### src/rtl/bram_arb_pkg.sv
// Shared constants and helpers for the BRAM port arbiter.
//   ARB_RR / ARB_FIXED : arbitration mode strings
//   idx_width          : width of a requester index (min 1)
//   addr_width         : BRAM address width from depth (min 1)
//   onehot_to_idx      : one-hot vector to binary index
package bram_arb_pkg;

  localparam string ARB_RR    = "RR";
  localparam string ARB_FIXED = "FIXED";

  // Widest one-hot vector the index helper accepts.
  localparam int unsigned MAX_REQ = 32;

  function automatic int unsigned idx_width(input int unsigned n);
    return (n > 1) ? $clog2(n) : 1;
  endfunction

  function automatic int unsigned addr_width(input int unsigned depth);
    return (depth > 1) ? $clog2(depth) : 1;
  endfunction

  function automatic int unsigned onehot_to_idx(input logic [MAX_REQ-1:0] oh);
    int unsigned idx;
    idx = 0;
    for (int unsigned i = 0; i < MAX_REQ; i++) begin
      if (oh[i]) idx = i;
    end
    return idx;
  endfunction

endpackage

### src/rtl/bram_port_arbiter_rr_arbiter.sv
// Round-robin / fixed-priority arbiter with its own rotation pointer.
//   clk_i, rst_ni : clock, async active-low reset
//   req_i         : request vector
//   en_i          : grant enable (low forces no grant)
//   adv_i         : move the pointer past the current winner
//   gnt_o         : one-hot grant
//   gnt_idx_o     : binary index of the winner
module rr_arbiter
  import bram_arb_pkg::*;
#(
  parameter int unsigned NUM_REQ  = 2,
  parameter string       ARB_MODE = ARB_RR,
  localparam int unsigned IDX_W   = idx_width(NUM_REQ)
) (
  input  logic               clk_i,
  input  logic               rst_ni,
  input  logic [NUM_REQ-1:0] req_i,
  input  logic               en_i,
  input  logic               adv_i,
  output logic [NUM_REQ-1:0] gnt_o,
  output logic [IDX_W-1:0]   gnt_idx_o
);

  localparam bit IS_FIXED = (ARB_MODE == ARB_FIXED);

  logic [IDX_W-1:0]   r_ptr;
  logic [NUM_REQ-1:0] w_gnt;
  logic [IDX_W-1:0]   w_idx;
  logic [IDX_W-1:0]   w_sel;
  logic               w_found;
  int unsigned        w_base;
  int unsigned        w_k;

  // Scan from the pointer (or from 0 in fixed mode), wrapping modulo NUM_REQ.
  always_comb begin
    w_gnt   = '0;
    w_found = 1'b0;
    w_k     = 0;
    w_sel   = '0;
    w_base  = IS_FIXED ? 32'd0 : 32'(r_ptr);
    for (int unsigned i = 0; i < NUM_REQ; i++) begin
      w_k = w_base + i;
      if (w_k >= NUM_REQ) w_k = w_k - NUM_REQ;
      w_sel = IDX_W'(w_k);
      if (en_i && !w_found && req_i[w_sel]) begin
        w_gnt[w_sel] = 1'b1;
        w_found      = 1'b1;
      end
    end
  end

  assign w_idx     = IDX_W'(onehot_to_idx(MAX_REQ'(w_gnt)));
  assign gnt_o     = w_gnt;
  assign gnt_idx_o = w_idx;

  // Pointer moves one past the winner, wrapping explicitly at the last index.
  always_ff @(posedge clk_i or negedge rst_ni) begin
    if (!rst_ni) begin
      r_ptr <= '0;
    end else if (adv_i && (|w_gnt)) begin
      r_ptr <= (w_idx == IDX_W'(NUM_REQ - 1)) ? '0 : w_idx + IDX_W'(1);
    end
  end

endmodule

### src/rtl/bram_port_arbiter.sv
// Shares one single-port byte-masked BRAM (1-cycle registered read) between
// NUM_REQ requesters. The BRAM is driven combinationally in the grant cycle;
// read data returns one cycle later and is held until the issuer accepts it.
//   clk_i, rst_ni          : clock, async active-low reset
//   req_valid_i/ready_o    : per-requester request handshake
//   req_wr/addr/data/mask_i: packed per-requester request fields
//   rsp_valid_o/ready_i    : per-requester read-response handshake
//   rsp_data_o             : shared read-data bus (0 when idle)
//   bram_*_o               : BRAM command port; bram_data_i is its read data
module bram_port_arbiter
  import bram_arb_pkg::*;
#(
  parameter int unsigned NUM_REQ    = 2,
  parameter int unsigned DATA_WIDTH = 32,
  parameter int unsigned BRAM_DEPTH = 128,
  parameter string       ARB_MODE   = ARB_RR,
  localparam int unsigned ADDR_WIDTH = addr_width(BRAM_DEPTH),
  localparam int unsigned MASK_W     = DATA_WIDTH / 8
) (
  input  logic                          clk_i,
  input  logic                          rst_ni,
  input  logic [NUM_REQ-1:0]            req_valid_i,
  output logic [NUM_REQ-1:0]            req_ready_o,
  input  logic [NUM_REQ-1:0]            req_wr_i,
  input  logic [NUM_REQ*ADDR_WIDTH-1:0] req_addr_i,
  input  logic [NUM_REQ*DATA_WIDTH-1:0] req_data_i,
  input  logic [NUM_REQ*MASK_W-1:0]     req_mask_i,
  output logic [NUM_REQ-1:0]            rsp_valid_o,
  input  logic [NUM_REQ-1:0]            rsp_ready_i,
  output logic [DATA_WIDTH-1:0]         rsp_data_o,
  output logic [DATA_WIDTH-1:0]         bram_data_o,
  output logic [ADDR_WIDTH-1:0]         bram_addr_o,
  output logic [MASK_W-1:0]             bram_mask_o,
  output logic                          bram_wr_en_o,
  output logic                          bram_cmd_en_o,
  input  logic [DATA_WIDTH-1:0]         bram_data_i
);

  localparam int unsigned IDX_W = idx_width(NUM_REQ);

  logic                  r_pending;
  logic [IDX_W-1:0]      r_rsp_id;
  logic                  w_stall;
  logic                  w_enable;
  logic [NUM_REQ-1:0]    w_gnt;
  logic [IDX_W-1:0]      w_gnt_idx;
  logic                  w_cmd_en;
  logic                  w_wr_en;
  logic [ADDR_WIDTH-1:0] w_addr;
  logic [DATA_WIDTH-1:0] w_data;
  logic [MASK_W-1:0]     w_mask;

  // A held response freezes the BRAM output register, so no new command may issue.
  assign w_stall  = r_pending & ~rsp_ready_i[r_rsp_id];
  assign w_enable = rst_ni & ~w_stall;

  rr_arbiter #(
    .NUM_REQ  (NUM_REQ),
    .ARB_MODE (ARB_MODE)
  ) u_arb (
    .clk_i     (clk_i),
    .rst_ni    (rst_ni),
    .req_i     (req_valid_i),
    .en_i      (w_enable),
    .adv_i     (1'b1),
    .gnt_o     (w_gnt),
    .gnt_idx_o (w_gnt_idx)
  );

  // Route the winner's fields to the BRAM; all zero without a grant.
  always_comb begin
    w_cmd_en = |w_gnt;
    w_wr_en  = |(w_gnt & req_wr_i);
    w_addr   = '0;
    w_data   = '0;
    w_mask   = '0;
    for (int unsigned k = 0; k < NUM_REQ; k++) begin
      if (w_gnt[k]) begin
        w_addr = req_addr_i[k*ADDR_WIDTH +: ADDR_WIDTH];
        w_data = req_data_i[k*DATA_WIDTH +: DATA_WIDTH];
        w_mask = req_mask_i[k*MASK_W +: MASK_W];
      end
    end
  end

  assign req_ready_o   = w_gnt;
  assign bram_cmd_en_o = w_cmd_en;
  assign bram_wr_en_o  = w_wr_en;
  assign bram_addr_o   = w_addr;
  assign bram_data_o   = w_data;
  assign bram_mask_o   = w_mask;

  assign rsp_valid_o = r_pending ? (NUM_REQ'(1) << r_rsp_id) : '0;
  assign rsp_data_o  = r_pending ? bram_data_i : '0;

  // Any grant replaces the pending state (a write clears it); otherwise a handshake retires it.
  always_ff @(posedge clk_i or negedge rst_ni) begin
    if (!rst_ni) begin
      r_pending <= 1'b0;
      r_rsp_id  <= '0;
    end else if (w_cmd_en) begin
      r_pending <= ~w_wr_en;
      r_rsp_id  <= w_gnt_idx;
    end else if (r_pending && rsp_ready_i[r_rsp_id]) begin
      r_pending <= 1'b0;
    end
  end

endmodule

### config.mk
export PLATFORM = sky130hd
export DESIGN_NAME = bram_port_arbiter
export DESIGN_NICKNAME = d
export VERILOG_FILES = /design/src/rtl/bram_arb_pkg.sv /design/src/rtl/bram_port_arbiter_rr_arbiter.sv /design/src/rtl/bram_port_arbiter.sv
export SDC_FILE = /design/constraint.sdc
export NUM_CORES = 1
export LEC_CHECK = 0
export BUFFER_PORTS_ARGS = -buffer_cell sky130_fd_sc_hd__buf_2
export CORE_AREA = 8 8 73 75
export DETAILED_ROUTE_END_ITERATION = 10
export DIE_AREA = 0 0 81 83
export PLACE_DENSITY = 0.77
export SETUP_SLACK_MARGIN = 0.15
export SYNTH_ARGS = -nofsm -noshare
export SYNTH_HDL_FRONTEND = slang
export SYNTH_HIERARCHICAL = 1
export SYNTH_SLANG_ARGS = --single-unit
### constraint.sdc
create_clock -name clk_i -period 3.65 [get_ports clk_i]
set_input_delay 0.73 -clock clk_i [delete_from_list [all_inputs] [get_ports clk_i]]
set_output_delay 0.73 -clock clk_i [all_outputs]
set_load 0.005 [all_outputs]
[Word-level counts from Yosys, hierarchy flattened]
Cells that the tools add are included.
Word-level totals
  bits in registers: 3
  bits of input ports: 126
  logic and storage cells: 59
Operators by class
  add/sub/neg operators: 4
  $lt $le $gt $ge: 7
  shifts and indexed selects: 1
  multiplexer cells: 27
  bitwise logic cells: 7
  reductions and logical operators: 10
Operators with widths (count)
  $mux W32: 3
  $mux W1: 15
  $mux W7: 2
  $mux W4: 2
  $logic_and A1 B1 Y1: 6
  $lt A1 B2 Y1 const B: 3
  $mux W2: 3
  $reduce_or A2 Y1: 2
  $not A1 Y1: 3
  $add A1 B1 Y2 const B: 1
  $and A1 B1 Y1: 2
  $and A2 B2 Y2: 1
  $demux W1 S1: 2
  $ge A1 B1 Y1 const B: 2
  $ge A1 B2 Y1 const B: 1
  $ge A2 B2 Y1 const B: 1
  $or A2 B2 Y2: 1
  $reduce_bool A2 Y1: 1
  $shl A1 B1 Y2 const A: 1
  $sub A1 B1 Y1 const B: 2
  $add A1 B1 Y1 const B: 1
  $logic_not A1 Y1: 1

[Logic depth before layout (Yosys ltp)]
Gate-level depths: netlist (run 1).
  depth after elaboration: 16
  mapped depth: 9
  gate-level depth less buffers: 6

[Cells and area by module]
The synthesis (run 1) kept the hierarchy.
By module, submodules not included
  bram_port_arbiter: times used 1, cells each 107, area each 838.3 µm², sequential area each 50.0 µm²
  rr_arbiter: times used 1, cells each 9, area each 68.8 µm², sequential area each 25.0 µm²

[Worst setup path after synthesis (run 1)]
No wires, ideal clock.
  kind: input to output
  start: in rsp_ready_i[1]
  end: out bram_addr_o[0]
  arrival time: 2.028 ns
  required time: 2.920 ns
  setup slack: 0.892 ns
  stages: 8
  buffers on the path: 2
  path through: mux2_2 o21a_1 nand2_1 a21oi_1 nor2b_4 buf_6 buf_8 a22o_1
Between the ends
  longest elaborated chain between the ends: 14
RTL lines
  from (decl): RTL line bram_port_arbiter.sv:29  | input logic [NUM_REQ-1:0] rsp_ready_i,
  $mux W1 (not written as such) * (2 in series): RTL line bram_port_arbiter.sv:54  | assign w_stall = r_pending & ~rsp_ready_i[r_rsp_id];
  $not A1 Y1 *: RTL line bram_port_arbiter.sv:54
  $and A1 B1 Y1 *: RTL line bram_port_arbiter.sv:54
  $not A1 Y1 *: RTL line bram_port_arbiter.sv:55  | assign w_enable = rst_ni & ~w_stall;
  $and A1 B1 Y1 *: RTL line bram_port_arbiter.sv:55
  named net w_enable: RTL line bram_port_arbiter.sv:44  | logic w_enable;
  $logic_and A1 B1 Y1: RTL line bram_port_arbiter_rr_arbiter.sv:45  | if (en_i && !w_found && req_i[w_sel]) begin
  $mux W1: RTL line bram_port_arbiter_rr_arbiter.sv:45
  $logic_not A1 Y1: RTL line bram_port_arbiter_rr_arbiter.sv:45
  $logic_and A1 B1 Y1 (2 in series): RTL line bram_port_arbiter_rr_arbiter.sv:45
  $mux W2 *: RTL line bram_port_arbiter_rr_arbiter.sv:45
  named net req_ready_o[0]: RTL line bram_port_arbiter.sv:23  | output logic [NUM_REQ-1:0] req_ready_o,
  $mux W7 * (2 in series): RTL line bram_port_arbiter.sv:78  | if (w_gnt[k]) begin
  to (decl): RTL line bram_port_arbiter.sv:32  | output logic [ADDR_WIDTH-1:0] bram_addr_o,
The timed path passes the listed nets; every way through them passes the cells marked *. The select of a mux whose other input is x is not followed.

[Worst setup path after layout (run 1)]
  start: in rsp_ready_i[1]
  end: out bram_mask_o[0]
Between the ends
  longest elaborated chain between the ends: 14
RTL lines
  $mux W1 (not written as such) * (2 in series): RTL line bram_port_arbiter.sv:54
  $not A1 Y1 *: RTL line bram_port_arbiter.sv:54
  $and A1 B1 Y1 *: RTL line bram_port_arbiter.sv:54
  $not A1 Y1 *: RTL line bram_port_arbiter.sv:55
  $and A1 B1 Y1 *: RTL line bram_port_arbiter.sv:55
  named net w_enable: RTL line bram_port_arbiter.sv:44
  $logic_and A1 B1 Y1: RTL line bram_port_arbiter_rr_arbiter.sv:45
  $mux W1: RTL line bram_port_arbiter_rr_arbiter.sv:45
  $logic_not A1 Y1: RTL line bram_port_arbiter_rr_arbiter.sv:45
  $logic_and A1 B1 Y1 (2 in series): RTL line bram_port_arbiter_rr_arbiter.sv:45
  $mux W2 *: RTL line bram_port_arbiter_rr_arbiter.sv:45
  $mux W4: RTL line bram_port_arbiter.sv:78
  $mux W4 *: RTL line bram_port_arbiter.sv:78
  to (decl): RTL line bram_port_arbiter.sv:33  | output logic [MASK_W-1:0] bram_mask_o,
Marked as above.

==> results of run 1 <==
[cell type report]
type / instances / area [sq um] / share of cell area (%)
Timing Repair Buffer: 210 / 1070 / 54.0
Multi-Input combinational cell: 97 / 719 / 36.2
Sequential cell: 3 / 75.1 / 3.77
Tap cell: 52 / 65.1 / 3.27
Clock buffer: 4 / 45.0 / 2.26
Inverter: 3 / 11.3 / 0.566
[registers in the layout, indices dropped and copies added (netlist names)]
| name | cells |
|---|---|
| r_pending | 1 |
| r_rsp_id | 1 |
| u_arb/r_ptr | 1 |
[where the power goes]
group / switching, uW / internal, uW
Combinational: 220 / 252
Clock: 22.2 / 74.5
Sequential: 11.8 / 46.1
[layout by cell type (no fill, tap or decap), types with 2 or more instances in the layout]
| cell type | count |
|---|---|
| conb_1 | 2 |
| a22o_1 | 42 |
| buf_2 | 206 |
| o21ai_1 | 2 |
| mux2_2 | 2 |
| inv_1 | 3 |
| nand2_1 | 6 |
| and2_1 | 33 |
| nor2_1 | 2 |
| dfrtp_1 | 3 |
| buf_4 | 3 |
| clkbuf_8 | 3 |
[worst register-to-register path, delay by kind of cell (launching register included)]
kind            cells  cell delay (ps)
buf+inv             1              280
mux                 2              740
simple gates        2              390
compound gates      2              270
flops               1              390
[per-stage QoR]
step           util, %  cell area, sq um  power (uW)  hold slack, ps
6_report          47.3              1990         626             313
5_1_grt           47.3              1990         683             312
4_1_cts           47.3              1990         636             311
3_5_place_dp      46.3              1940         536             539
3_3_place_gp      46.3              1940         526             531
2_1_floorplan        -               911         301             434
[cell families (layout without fill, tap and decap cells)]
kind of cell / count (synthesis) / count (layout) / synth area share [%]
AOI/OAI and AO/OA: 50 / 50 / 46.6
other: 1 / 2 / 0.413
buffers and inverters: 17 / 217 / 14.1
and+or+nand+nor: 43 / 43 / 28.1
DFF: 3 / 3 / 8.28
muxes: 2 / 2 / 2.48
[per-layer routing]
metal	up-vias	part of all wire [%]	track usage, %
met2	98	53	31.8
met4	0	0.58	4.07
met3	4	11	5.50
met1	717	35	16.5
li1	829	-	-
met5	-	0	0
[worst min path at each step]
stage                              to   start
after floorplan             r_pending  rst_ni
after global placement       r_rsp_id  rst_ni
after detailed placement     r_rsp_id  rst_ni
after CTS                    r_rsp_id  rst_ni
after global routing      u_arb/r_ptr  rst_ni
final                        r_rsp_id  rst_ni
==> results.yml, run 1 <==
setup_path:
  cp_num_cells: 9
  reg2reg_depth: 7
  path_cells: "buf_2 > mux2_2 > o21a_1 > nand2_1 > a21oi_4 > nor2b_4 > buf_12 > a22o_1 > buf_2"
  cp-start-kind: "input port"
  reg2reg_setup_slack_ps: 1470
  slowest_stage: "nor2b_4"
  timing.rr.start: "r_rsp_id"
  critical_path_buf_inv_count: 3
  cp.arrival_ps: 2340
  slowest_delay_ps: 370
  endpoint: "bram_mask_o[0]"
  startpoint: "rsp_ready_i[1]"
  crit_top_cell: "buf_2"
  cp.required_ps: 2920
  r2r_end: "r_rsp_id"
  path_delay_family: "simple AND/OR/NAND/NOR gates"
  path_class: "in -> out"
  crit_path_max_fanout: 25
  endpoint_kind: "output port"
cells_and_area:
  layout-drive-gt1-share_pct: 68.8
  fill_cells: 414
  nNetsFinal: 444
  num_antenna_cells: 0
  instances_no_fill: 369
  syn_to_final_growth_pct: 119
clock_network:
  clk_latency_ps: 220
  cts_root_buf: "clkbuf_8"
  clk_pin_slew_worst_paths_ps: 30
  cts.repair.resized: 0
  cts_buffers: 3
  cts_max_path_buffers: 2
  cts_hold_buffers: 0
  cts_tree: "built"
  htree_num_levels: 1
  clock_sinks: 3
  cts_setup_buffers: 0
global_routing:
  grt_usage_pct: 16.8
  antenna_found_initial: 0
  grt_overflow: 0
  grt_pass1_vias: 1691
  grt_pass1_wl_mm: 9.03
  grt_max_degree: 51
routing:
  first_pass_iters: 4
  viasPerCell: 4.47
  via_count: 1648
  drt_iter0_markers: 22
  drt_wl_total_mm: 6.18
  ant_nets: 0
  drc_errors: 0
  wire_per_inst_microns: 16.8
floorplan:
  die_h_microns: 83
  start_util_pct: 21.6
  io_pins: 207
  rows: 24
  core-area_sq_mm: 0.00420
  die_width_microns: 81
  dieArea_sq_mm: 0.00672
sta:
  skew_ps: 1.12
  setup_tns_ps: 0
  rsz0062_at_grt: "no"
  setup_violations: 0
  min_period_over_period_pct: 84.1
  setup_ws_ps: 582
  finalCriticalPeriod_ps: 3070
  drv_slew: 0
  hold_viol_final: 0
  fmax_mhz: 326
placed_design:
  dp_slack_ps: 563
  dp_hpwl_mm: 5.44
  gp_congestion: 0.792
  portBuffers: 206
  placed_cells: 365
yosys:
  synth_commonest_cells: "a22o_1 (42), and2_1 (33), nand2_1 (6), buf_8 (4), clkbuf_1 (4)"
  avgSynthCellArea_sq_um: 7.82
  post-synth-top-count-cell: "a22o_1"
  syn_area_sq_um: 907
  synth.area.top_cells: "a22o_1 (41%), and2_1 (23%), dfrtp_1 (8.3%)"
  synth.largest_area_cell: "a22o_1"
  yosysTopAreaCellShare_pct: 40.6
  ys.flop_type: "dfrtp_1"
  ys_warn_count: 6
  synth_edf_count: 0
  synthCells: 116
  async_flop_share_pct: 100
  synth-seq-area-share_pct: 8.28
  synth_cell_types: 21
  ys_seq_elements: 3
status:
  status: "completed"
pwr:
  p_leak_uw: 0.00130
  power_density_mw_per_mm2: 315
  vdd.ir_drop.worst_uv: 121
flow_run:
  maxCapViolCount: 0
worst_hold_path:
  holdCritPathClass: "in -> async"
Power figures use the tool's default switching activity.
==> run 2: changes to the inputs <==
--- a/config.mk
+++ b/config.mk
@@ -5,11 +5,12 @@
 export SDC_FILE = /design/constraint.sdc
 export NUM_CORES = 1
 export LEC_CHECK = 0
+export ABC_AREA = 1
 export BUFFER_PORTS_ARGS = -buffer_cell sky130_fd_sc_hd__buf_2
-export CORE_AREA = 8 8 73 75
+export CORE_MARGIN = 8
+export CORE_UTILIZATION = 29
 export DETAILED_ROUTE_END_ITERATION = 10
-export DIE_AREA = 0 0 81 83
-export PLACE_DENSITY = 0.77
+export PLACE_DENSITY = 0.82
 export SETUP_SLACK_MARGIN = 0.15
 export SYNTH_ARGS = -nofsm -noshare
 export SYNTH_HDL_FRONTEND = slang
==> constraint.sdc (replaced) <==
create_clock -name clk_i -period 2.9 [get_ports clk_i]
set_input_delay 0.58 -clock clk_i [delete_from_list [all_inputs] [get_ports clk_i]]
set_output_delay 0.58 -clock clk_i [all_outputs]
set_load 0.005 [all_outputs]
==> run 2 against run 1 <==
  * Clock-buffer cell count did not move
  * Sequential power rose by 20%
  * Clock skew barely moved
  * Largest cell class unchanged
  * Global-route usage rose by 1.1 points
  * Flip-flop and latch count did not move
  * Largest power group unchanged
==> results.yml, run 2 <==
routing:
  viasPerCell: 4.34
  drc_errors: 0
  drt_wl_total_mm: 6.69
  via_count: 2158
  wire_per_inst_microns: 13.5
  drt_iter0_markers: 87
  first_pass_iters: 4
  ant_nets: 0
clock_network:
  cts_hold_buffers: 0
  htree_num_levels: 1
  clk_pin_slew_worst_paths_ps: 30
  clk_latency_ps: 220
  cts_buffers: 3
  cts_tree: "built"
  cts_root_buf: "clkbuf_8"
  clock_sinks: 3
  cts_max_path_buffers: 2
  cts_setup_buffers: 0
pwr:
  p_leak_uw: 0.00180
  p_switching_uw: 417
  p_sw_share_pct: 49.0
  p_int_uw: 435
  pwr-share-seq_pct: 8.1
  vdd.ir_drop.worst_uv: 215
  power_density_mw_per_mm2: 366
  clkPwrFrac_pct: 14.3
  combPwrFrac_pct: 77.6
setup_path:
  cp.required_ps: 2320
  cp-start-kind: "input port"
  endpoint_kind: "output port"
  crit_path_max_fanout: 19
  reg2reg_setup_slack_ps: 1070
  path_class: "in -> out"
  cp.arrival_ps: 1970
yosys:
  ys_warn_count: 6
  synth-seq-area-share_pct: 5.73
  synth.area.top_cells: "nand2_1 (38%), nand3_2 (18%), inv_1 (11%)"
  ys.flop_type: "dfrtp_1"
  syn_area_sq_mm: 0.00131
  post-synth-top-count-cell: "nand2_1"
  synth.largest_area_cell: "nand2_1"
  synth_compound_area_share_pct: 1.62
  synthCells: 248
  synth_top_family_by_area: "simple AND/OR/NAND/NOR gates"
  yosysTopAreaCellShare_pct: 37.5
  avgSynthCellArea_sq_um: 5.28
  synthMuxAreaShare_pct: 0
  synth_xor_area_share_pct: 0
  synth_edf_count: 0
  synth_cell_types: 19
  yosys.area_share.adder_pct: 0
  synth-simple-area-share_pct: 65.5
  async_flop_share_pct: 100
  ys_seq_elements: 3
  synth_commonest_cells: "nand2_1 (131), inv_1 (39), nand3_1 (23), nand3_2 (23), buf_4 (9)"
floorplan:
  core-area_sq_mm: 0.00435
  dieArea_sq_mm: 0.00692
  io_pins: 207
  die_h_microns: 83.2
  start_util_pct: 30.1
  die_width_microns: 83.2
  rows: 24
sta:
  min_period_over_period_pct: 87.9
  finalCriticalPeriod_ps: 2550
  fmax_mhz: 392
  rsz0062_at_grt: "no"
  drv_slew: 0
  whs_ps: 159
  skew_ps: 0.873
  setup_tns_ps: 0
  hold_viol_final: 0
  setup_violations: 0
cells_and_area:
  fill_cells: 460
  syn_to_final_growth_pct: 78.0
  num_antenna_cells: 0
  multi_input_area_sq_um: 910
  finalCoreUtilization_pct: 53.6
  nNetsFinal: 572
  reg_top3: "r_pending: 1 flops, r_rsp_id: 1 flops, u_arb/r_ptr: 1 flops"
  instances_no_fill: 497
  most-common-layout-cells: "buf_2 (206), nand2_1 (131), inv_1 (39), nand3_1 (23), nand3_2 (23)"
  layout-drive-gt1-share_pct: 54.4
  finalInstanceArea_sq_mm: 0.00233
  layout.cells.most_common: "buf_2"
  seqCellArea_sq_um: 75.1
placed_design:
  placed_cells: 493
  gp_congestion: 0.826
  post_dp_cell_area_sq_mm: 0.00228
  dp_hpwl_mm: 5.71
  portBuffers: 206
flow_run:
  maxCapViolCount: 0
global_routing:
  grt_pass1_wl_mm: 10.6
  grt_usage_pct: 17.9
  grt_pass1_vias: 2129
  grt_overflow: 0
  grt_max_degree: 44
  antenna_found_initial: 0
worst_hold_path:
  holdCritPathClass: "in -> async"
status:
  status: "completed"
==> run 2: cell count changes after synthesis, sizes merged, moves of 2 or more <==
cell    delta
mux2       -2
nand2    +125
and2      -33
a22o      -42
inv       +38
buf        +9
clkbuf     -4
nand3     +46
==> run 2: logic make-up after synthesis <==
| kind of cell | Yosys count |
|---|---|
| AO/OA/AOI/OAI | 4 |
| flip-flops | 3 |
| buffers and inverters | 60 |
| other | 1 |
| AND/OR/NAND/NOR | 180 |
==> run 2: power groups by stage <==
stage | registers, uW | clock network [uW] | logic [uW]
6_report | 69.3 | 122 | 661
5_1_grt | 71.7 | 133 | 740
4_1_cts | 69.3 | 124 | 670
3_5_place_dp | 69.8 | 0 | 667
3_3_place_gp | 68.3 | 0 | 654
2_1_floorplan | 62.4 | 0 | 392
==> run 2: path summary, 6_finish.rpt <==
kind	cells after the start	startpoint	to
max	9	rsp_ready_i[1]	bram_data_o[0]
max reg2reg	10	r_rsp_id	r_pending
min in group clk_i	2	r_rsp_id	r_rsp_id
max in group asynchronous	1	rst_ni	u_arb/r_ptr
min reg2reg	2	r_rsp_id	r_rsp_id
min	1	rst_ni	r_pending
==> run 2: metal layers <==
layer	up-vias	global-route usage [%]	part of all wire [%]
li1	1128	-	-
met1	900	19.2	38
met2	120	32.5	51
met3	10	5.08	9.4
met4	0	5.75	1.4
met5	-	0	0
==> run 2: per-stage QoR <==
stage | power, uW | worst slack, ps
after floorplan | 454 | 641
after global placement | 722 | 360
after detailed placement | 737 | 316
after CTS | 863 | 308
after global routing | 945 | 168
final | 852 | 350
==> run 2: layout make-up <==
class | instances | area share [%]
tap | 52 | 2.79
sequential | 3 | 3.22
inverter | 41 | 6.92
multi-input combinational | 186 | 39.0
clock buffer | 4 | 1.93
timing repair buffer | 211 | 46.1
==> run 2: what timing repair did <==
item	4_1_cts	5_1_grt
gates resized for setup	0	2
endpoints found under the hold margin	0	0
endpoints found under the setup margin	0	9
==> run 2: critical path, cell delays in order <==
cell	delay, ps
buf_2	70
nand2_1	60
a31oi_1	270
nand2_1	150
a21oi_4	260
buf_4	290
nand2_1	80
nand2_1	80
buf_2	120
